File: src/rtl/instr_fetch_unit_if.sv
// Bus bundle between the fetch unit, instruction memory, decode and execute.
interface instr_fetch_unit_if;
    localparam int unsigned DataW = 32;

    logic             IMemReq;
    logic [DataW-1:0] IMemAddr;
    logic             IMemValid;
    logic [DataW-1:0] IMemRData;
    logic [DataW-1:0] Instr;
    logic [DataW-1:0] InstrPC;
    logic [DataW-1:0] PCPlus8;
    logic             InstrValid;
    logic             InstrReady;
    logic             BranchTaken;
    logic [DataW-1:0] BranchPCPlus8;
    logic [DataW-1:0] ExtImm;
    logic             FetchFault;

    // Fetch unit side
    modport master (
        output IMemReq, IMemAddr, Instr, InstrPC, PCPlus8, InstrValid, FetchFault,
        input  IMemValid, IMemRData, InstrReady, BranchTaken, BranchPCPlus8, ExtImm
    );

    // Memory / decode / execute side
    modport slave (
        input  IMemReq, IMemAddr, Instr, InstrPC, PCPlus8, InstrValid, FetchFault,
        output IMemValid, IMemRData, InstrReady, BranchTaken, BranchPCPlus8, ExtImm
    );
endinterface

File: src/rtl/instr_fetch_unit.sv
// Fetch stage: owns the PC, issues one-outstanding word reads and hands the
// fetched instruction to decode over a valid/ready handshake. Taken branches
// redirect the PC; a response already in flight for the old PC is dropped.
// Optional memory-timeout fault enabled by defining IFU_TIMEOUT_EN.
module instr_fetch_unit #(
    parameter logic [31:0] RESET_PC       = 32'h0000_0000,
    parameter int unsigned TIMEOUT_CYCLES = 16
) (
    input logic                clk,
    input logic                reset,
    instr_fetch_unit_if.master bus
);
    localparam int unsigned AddrW = 32;

    typedef enum logic [2:0] {IDLE, REQ, WAIT, HOLD, FAULT} fetchStateT;

    // Elaboration-time parameter sanity checks
    if (TIMEOUT_CYCLES < 2 || TIMEOUT_CYCLES > 255) begin : gBadTimeout
        $error("TIMEOUT_CYCLES must be within 2..255");
    end
    if (RESET_PC[1:0] != 2'b00) begin : gBadResetPc
        $error("RESET_PC must be word aligned");
    end

    fetchStateT       state;
    logic [AddrW-1:0] pc;
    logic             drop;
    logic             reqQ;
    logic [AddrW-1:0] instrQ;
    logic [AddrW-1:0] instrPCQ;
    logic [AddrW-1:0] pcPlus8Q;
    logic             validQ;
    logic [AddrW-1:0] branchTarget;

    // Redirect target, forced to a word boundary
    assign branchTarget = (bus.BranchPCPlus8 + bus.ExtImm) & 32'hFFFF_FFFC;

`ifdef IFU_TIMEOUT_EN
    localparam int unsigned CntW = 8;
    localparam logic [CntW-1:0] TimeoutLimit = CntW'(TIMEOUT_CYCLES);
    logic [CntW-1:0] waitCnt;
    logic            faultQ;
`endif

    // Fetch FSM with registered outputs
    always_ff @(posedge clk or posedge reset) begin
        if (reset) begin
            state    <= IDLE;
            pc       <= RESET_PC;
            drop     <= 1'b0;
            reqQ     <= 1'b0;
            instrQ   <= '0;
            instrPCQ <= '0;
            pcPlus8Q <= '0;
            validQ   <= 1'b0;
`ifdef IFU_TIMEOUT_EN
            waitCnt  <= '0;
            faultQ   <= 1'b0;
`endif
        end else begin
            case (state)
                IDLE: begin
                    if (bus.BranchTaken) pc <= branchTarget;
                    reqQ  <= 1'b1;
                    state <= REQ;
                end
                REQ: begin
                    reqQ  <= 1'b0;
                    state <= WAIT;
`ifdef IFU_TIMEOUT_EN
                    waitCnt <= '0;
`endif
                    if (bus.BranchTaken) begin
                        pc   <= branchTarget;
                        drop <= 1'b1;
                    end
                end
                WAIT: begin
                    if (bus.IMemValid) begin
                        if (drop || bus.BranchTaken) begin
                            // Stale response: discard and fetch the redirected PC
                            if (bus.BranchTaken) pc <= branchTarget;
                            drop  <= 1'b0;
                            reqQ  <= 1'b1;
                            state <= REQ;
                        end else begin
                            instrQ   <= bus.IMemRData;
                            instrPCQ <= pc;
                            pcPlus8Q <= pc + 32'd8;
                            validQ   <= 1'b1;
                            state    <= HOLD;
                        end
                    end else begin
                        if (bus.BranchTaken) begin
                            pc   <= branchTarget;
                            drop <= 1'b1;
                        end
`ifdef IFU_TIMEOUT_EN
                        waitCnt <= waitCnt + 8'd1;
                        if (waitCnt + 8'd1 == TimeoutLimit) begin
                            faultQ <= 1'b1;
                            reqQ   <= 1'b0;
                            validQ <= 1'b0;
                            state  <= FAULT;
                        end
`endif
                    end
                end
                HOLD: begin
                    if (bus.BranchTaken) begin
                        pc     <= branchTarget;
                        validQ <= 1'b0;
                        reqQ   <= 1'b1;
                        state  <= REQ;
                    end else if (bus.InstrReady) begin
                        pc     <= pc + 32'd4;
                        validQ <= 1'b0;
                        reqQ   <= 1'b1;
                        state  <= REQ;
                    end
                end
                FAULT: begin
                    reqQ   <= 1'b0;
                    validQ <= 1'b0;
                end
                default: begin
                    reqQ   <= 1'b0;
                    validQ <= 1'b0;
                    state  <= IDLE;
                end
            endcase
        end
    end

    assign bus.IMemReq    = reqQ;
    assign bus.IMemAddr   = pc;
    assign bus.Instr      = instrQ;
    assign bus.InstrPC    = instrPCQ;
    assign bus.PCPlus8    = pcPlus8Q;
    assign bus.InstrValid = validQ;
`ifdef IFU_TIMEOUT_EN
    assign bus.FetchFault = faultQ;
`else
    assign bus.FetchFault = 1'b0;
`endif
endmodule

File: src/flat_wrapper.sv
// flat-port wrapper written by rule: the top's interface ports become plain ports
module instr_fetch_unit_flat 
#(
    parameter logic [31:0] RESET_PC       = 32'h0000_0000,
    parameter int unsigned TIMEOUT_CYCLES = 16
)
  (clk, reset, bus_IMemReq, bus_IMemAddr, bus_Instr, bus_InstrPC, bus_PCPlus8, bus_InstrValid, bus_FetchFault, bus_IMemValid, bus_IMemRData, bus_InstrReady, bus_BranchTaken, bus_BranchPCPlus8, bus_ExtImm);
  instr_fetch_unit_if bus_i ();
  input logic clk;
  input logic reset;
  output wire logic [$bits(bus_i.IMemReq)-1:0] bus_IMemReq;
  output wire logic [$bits(bus_i.IMemAddr)-1:0] bus_IMemAddr;
  output wire logic [$bits(bus_i.Instr)-1:0] bus_Instr;
  output wire logic [$bits(bus_i.InstrPC)-1:0] bus_InstrPC;
  output wire logic [$bits(bus_i.PCPlus8)-1:0] bus_PCPlus8;
  output wire logic [$bits(bus_i.InstrValid)-1:0] bus_InstrValid;
  output wire logic [$bits(bus_i.FetchFault)-1:0] bus_FetchFault;
  input wire logic [$bits(bus_i.IMemValid)-1:0] bus_IMemValid;
  input wire logic [$bits(bus_i.IMemRData)-1:0] bus_IMemRData;
  input wire logic [$bits(bus_i.InstrReady)-1:0] bus_InstrReady;
  input wire logic [$bits(bus_i.BranchTaken)-1:0] bus_BranchTaken;
  input wire logic [$bits(bus_i.BranchPCPlus8)-1:0] bus_BranchPCPlus8;
  input wire logic [$bits(bus_i.ExtImm)-1:0] bus_ExtImm;
  assign bus_IMemReq = bus_i.IMemReq;
  assign bus_IMemAddr = bus_i.IMemAddr;
  assign bus_Instr = bus_i.Instr;
  assign bus_InstrPC = bus_i.InstrPC;
  assign bus_PCPlus8 = bus_i.PCPlus8;
  assign bus_InstrValid = bus_i.InstrValid;
  assign bus_FetchFault = bus_i.FetchFault;
  assign bus_i.IMemValid = bus_IMemValid;
  assign bus_i.IMemRData = bus_IMemRData;
  assign bus_i.InstrReady = bus_InstrReady;
  assign bus_i.BranchTaken = bus_BranchTaken;
  assign bus_i.BranchPCPlus8 = bus_BranchPCPlus8;
  assign bus_i.ExtImm = bus_ExtImm;
  instr_fetch_unit #(.RESET_PC(RESET_PC), .TIMEOUT_CYCLES(TIMEOUT_CYCLES)) u_core (.clk(clk), .reset(reset), .bus(bus_i));
endmodule
File: config.mk
export PLATFORM = sky130hd
export DESIGN_NAME = instr_fetch_unit_flat
export DESIGN_NICKNAME = d
export VERILOG_FILES = /design/src/rtl/instr_fetch_unit_if.sv /design/src/rtl/instr_fetch_unit.sv /design/src/flat_wrapper.sv
export SDC_FILE = /design/constraint.sdc
export NUM_CORES = 1
export LEC_CHECK = 0
export CORE_AREA = 2 2 130 132
export CTS_CLUSTER_SIZE = 24
export DETAILED_ROUTE_END_ITERATION = 16
export DIE_AREA = 0 0 132 134
export PLACE_DENSITY = 0.79
export RECOVER_POWER = 50
export SYNTH_ARGS = -nofsm -noshare
export SYNTH_HDL_FRONTEND = slang
export SYNTH_SLANG_ARGS = --single-unit
File: constraint.sdc
create_clock -name clk -period 4.8 [get_ports clk]
set_clock_uncertainty 0.05 [all_clocks]
set_input_delay 0.96 -clock clk [delete_from_list [all_inputs] [get_ports clk]]
set_output_delay 0.96 -clock clk [all_outputs]
set_load 0.03 [all_outputs]
---- Word level (Yosys, flattened, before mapping) ----
Index checks and enable logic that the tools add are counted.
storage, ports and cells
  register bits ........................... 134
  input bits .............................. 101
  output and inout port bits .............. 131
  word-level logic and storage cells ...... 59
operators by class
  add/sub/neg operators ................... 3
  eq/ne operators ......................... 9
  muxes and demuxes ....................... 25
  bitwise logic cells ..................... 3
  reduce and logical (&&, ||, !) cells .... 11
operator list
  cell                                                                      number
  32-bit 2-to-1 mux                                                         5
  32-bit one-hot mux with 3 select lines                                    1
  32-bit by 3-bit adder with 32-bit output (second input constant)          1
  32-bit adder                                                              1
  32-bit by 4-bit adder with 32-bit output (second input constant)          1
  3-bit one-hot mux with 5 select lines                                     1
  3-bit AND reduction                                                       4
  1-bit 2-to-1 mux                                                          11
  3-bit 2-to-1 mux                                                          3
  3-bit by 2-bit equality test with 1-bit output (second input constant)    2
  1-bit one-hot mux with 3 select lines                                     2
  2-bit inequality test (second input constant)                             2
  4-bit AND reduction                                                       1
  3-bit by 1-bit equality test with 1-bit output (second input constant)    1
  3-bit equality test (second input constant)                               1
  3-bit logical NOT                                                         1
  3-bit by 2-bit inequality test with 1-bit output (second input constant)  1
  3-bit inequality test (second input constant)                             1
  1-bit NOT                                                                 3
  3-bit nonzero test                                                        1
  2-bit 2-to-1 mux                                                          1
  2-bit by 1-bit inequality test with 1-bit output (second input constant)  1
  1-bit one-hot mux with 2 select lines                                     1
  2-bit AND reduction                                                       1
  other kinds (3)                                                           3

---- Longest topological paths before layout ----
  word-level depth ........................ 5
  gate-level depth with buffers ........... 11
  depth with buffers taken out ............ 9

---- Least setup slack after synthesis ----
Ideal clock, no wire load.
  kind .................................... input to register
  from .................................... in bus_ExtImm[2]
  to ...................................... reg u_core.pc[27], in the netlist u_core.bus.IMemAddr[27]
  library setup time ...................... 126 ps
  arrival time ............................ 2763 ps
  data required time ...................... 4624 ps
  setup slack ............................. 1862 ps
  stages on the path ...................... 9
  buffers on the path ..................... 0
  path through ............................ ha_1 nand4_2 a21oi_2 a32o_2 a41oi_4 o41a_1 o21ai_2 and4_1 nor3_1
between the ends
  word-level cells in the longest chain between the ends .. 5
  elaborated cells between the ends (all ways) .. 6
  classes of those cells .................. add/sub (1); mux (5)
RTL lines
  item                                        line                    text
  start: declaration                          flat_wrapper.sv:23      input wire logic [$bits(bus_i.ExtImm)-1:0] bus_ExtImm;
  32-bit adder (*)                            instr_fetch_unit.sv:36  assign branchTarget = (bus.BranchPCPlus8 + bus.ExtImm) & 32'hFFFF_FFFC;
  32-bit 2-to-1 mux                           --
  32-bit 2-to-1 mux                           instr_fetch_unit.sv:80  if (drop || bus.BranchTaken) begin
  32-bit 2-to-1 mux                           instr_fetch_unit.sv:79  if (bus.IMemValid) begin
  32-bit one-hot mux with 3 select lines (*)  instr_fetch_unit.sv:61  case (state)
  end signal: assignment                      instr_fetch_unit.sv:63  if (bus.BranchTaken) pc <= branchTarget;
  end signal: assignment                      instr_fetch_unit.sv:74  pc <= branchTarget;
  end signal: assignment                      instr_fetch_unit.sv:82  if (bus.BranchTaken) pc <= branchTarget;
  end: declaration                            instr_fetch_unit.sv:26  logic [AddrW-1:0] pc;
Every way passes the cells marked *; elsewhere a longest branch is shown, timed or not. The select of a mux whose other input is x is not followed.
A chain may end at the register's enable or synchronous reset.

---- Worst setup path in the final report ----
  from .................................... in bus_BranchTaken
  to ...................................... reg u_core.pc[13], in the netlist u_core.bus.IMemAddr[13]
between the ends
  word-level cells in the longest chain between the ends .. 4
  elaborated cells between the ends (all ways) .. 9
  classes of those cells .................. eq/ne (2); mux (5); reduce/logical (2)
RTL lines
  item                                    line                    text
  start: declaration                      flat_wrapper.sv:21      input wire logic [$bits(bus_i.BranchTaken)-1:0] bus_BranchTaken;
  32-bit 2-to-1 mux (3 in a row)          --
  32-bit one-hot mux with 3 select lines  instr_fetch_unit.sv:61
Parallel ways exist; a longest one is shown, timed or not. The select of a mux whose other input is x is not followed.

==> qor.txt <==
WL/cell = 17.9 um
Hold path depth = 1
Post-route cell area = 10600 um^2
Worst hold-check path type = reg -> reg
Post-synthesis cell type count = 76
Seq. cell area = 3150 um^2
Die Footprint = 17700 um^2
Clock Latency Late Sink = 410 ps
Fmax = 304 MHz
RSZ-0062 raised after global routing = false
Leak = 0.00457 uW
Setup Buffers After CTS = 0
Setup crit end kind = flop
# H-tree levels = 4
PortBufs = 224
Max Cap Violations = 1
Post-Syn Area = 7700 um^2
Pwr dens = 565 nW/um^2
Mapped Avg Cell Area = 9.48 um^2
Layout cells sized above 1 = 12.1%
Commonest non-fill, non-tap cells in the layout = 162 x clkdlybuf4s50_1, 126 x dfrtp_1, 97 x a21oi_1
# rows = 47
First-pass GRT wire length = 36000 um
R2R depth = 7
Outcome = complete, but fails checks
Clock Sinks = 126
EDFF count, synth = 0
Core area = 16300 um^2
Final worst slack = 1510 ps
FF-to-FF Start = u_core.bus.IMemAddr[9]
TritonCTS clock tree = yes
Layout Nets = 1146
CP Cell Sequence = dlygate4sd3_1 -> clkbuf_1 -> nor2_1 -> buf_4 -> o32ai_1 -> a21oi_1
Sequential share of the synthesized area = 40.9%
Crit share post-route = 68.4%
# diodes = 0
Hold Path End = u_core.bus.InstrPC[11]
Most common cell after layout, fill and taps aside = clkdlybuf4s50_1
Total Power = 5990 uW
Synth Flop Type = dfrtp_1
Routability cong. = 0.946
Remaining Overflow, GRT = 0
Vias per inst = 5.65
Pin count of the biggest net entering global routing = 65
Worst path max stage delay = 960 ps
Routed via count = 7012
Final Max Tran Viols = 63
Root buffer cell = clkbuf_16
Final WL = 22200 um
Worst flop-to-flop path endpoint = u_core.bus.IMemAddr[31]
Slew margin rel. = -81.9%
Yosys warns = 0
Required @ worst endpoint = 5010 ps
Detailed Routing Iterations Pass 1 = 5
Critical Path AT = 3490 ps
Vias in the first global route = 6862
Hpwl dp = 16900 um
Synth async-reset ratio = 100%
Setup_tns = 0 ps
Post-DRT Antenna Nets = 0
CP Max Fanout = 17
Hold Buf Count CTS = 0
Crit-path leading delay family = buffers and inverters
Critical path type = in -> reg
WP buf/inv = 3
Num CTS Buffers = 17
Post-CTS Resized = 0
IO Pins = 232
Max VDD drop = 0.000238 V
Number of fill cells = 1337
Hold WS = 448 ps
Tmin final = 3290 ps
Die height = 134 um
Initial drt markers = 548
Critical path launch point type = input port
Least-Margin Pin Slew = 2710 ps
Flops & latches, synth = 126
Final Setup Violations = 0
Syn Inst Count = 813
Placed cell area = 10000 um^2
R2R setup slack = 2250 ps
Failing checks = capacitance limit, slew limit
Area growth, synth to finish = 37.7%
Clock buffer depth = 2
Hold_sp = u_core.bus.InstrPC[11]
DP Worst Slack = 1200 ps
DRC violations left = 0
Slowest-stage cell, CP = dlygate4sd3_1
Die outline width = 132 um
Initial antenna violation count = 0
Total track usage = 25.2%
CTS clock-pin slew for the worst setup and hold paths = 60 ps
Initial Util = 47.3%
Multi-input gate area = 4210 um^2
Final Hold Fails = 0
## layout make-up
type / count / area share, %
clock buffer: 19 / 4.17
tap: 220 / 2.59
sequential: 126 / 29.7
inverter: 12 / 0.436
multi-input combinational: 620 / 39.7
clock inverter: 13 / 1.56
timing repair buffer: 231 / 21.8
## cells by family (layout without fill, tap and decap cells)
| logic type | after synthesis | after routing | share of synthesized area [%] |
|---|---|---|---|
| compound gates | 212 | 212 | 16.9 |
| xor+xnor | 52 | 52 | 5.91 |
| fa+ha+maj | 37 | 37 | 6.01 |
| buf+inv | 73 | 275 | 4.76 |
| flops | 126 | 126 | 40.9 |
| mux | 67 | 67 | 9.73 |
| other cells | 1 | 7 | 0.0487 |
| simple gates | 245 | 245 | 15.7 |
## cell usage after synthesis, drive strengths merged, types with 12 or more instances
cell type,count,share of area [%]
nor2,76,3.7
a21oi,100,6.6
clkbuf,37,2.1
nand3,28,1.8
buf,24,2.1
and3,16,1.4
xor2,27,3.1
inv,12,0.58
mux2,63,9.2
nor3,20,1.4
xnor2,25,2.8
o21ai,39,2.6
ha,37,6.0
a31oi,13,1.1
nand2,55,2.7
dfrtp,126,41
nand4,21,1.8
## report_power, final
group / internal, uW / leakage, uW / switching (uW)
clock network: 831 / 0.000286 / 480
registers: 1460 / 0.00160 / 439
logic: 1160 / 0.00268 / 1620
## metrics by stage
stage	instances	util (%)
final	1241	65.1
after global routing	1241	65.1
after CTS	1241	65.2
after detailed placement	1209	61.4
after global placement	1209	61.4
after floorplan	819	-
## metal layers
metal / share of wire [%] / vias to the layer above / GRT usage [%]
li1: - / 3326 / -
met1: 42 / 3295 / 33.0
met2: 48 / 358 / 42.0
met3: 8.0 / 33 / 6.16
met4: 1.3 / 0 / 6.28
met5: 0 / - / 0
## how the worst max path moves through the flow
stage | from | slack (ps) | depth (start not counted) | end
floorplan | reset | 430 | 1 | u_core.bus.IMemAddr[10]
global placement | bus_ExtImm[2] | 1250 | 10 | u_core.bus.IMemAddr[29]
detailed placement | bus_ExtImm[4] | 1200 | 10 | u_core.bus.IMemAddr[27]
CTS | bus_BranchPCPlus8[2] | 1630 | 10 | u_core.bus.IMemAddr[29]
global route | reset | 1250 | 2 | u_core.bus.InstrPC[10]
finish | bus_BranchTaken | 1510 | 6 | u_core.bus.IMemAddr[13]
## registers in the layout, summed over array words and instances (netlist names)
signal,count
u_core.bus.IMemAddr,30
u_core.bus.IMemReq,1
u_core.bus.Instr,32
u_core.bus.InstrPC,29
u_core.bus.InstrValid,1
u_core.bus.PCPlus8,30
u_core.drop,1
u_core.state,2
Power figures use the tool's default switching activity.
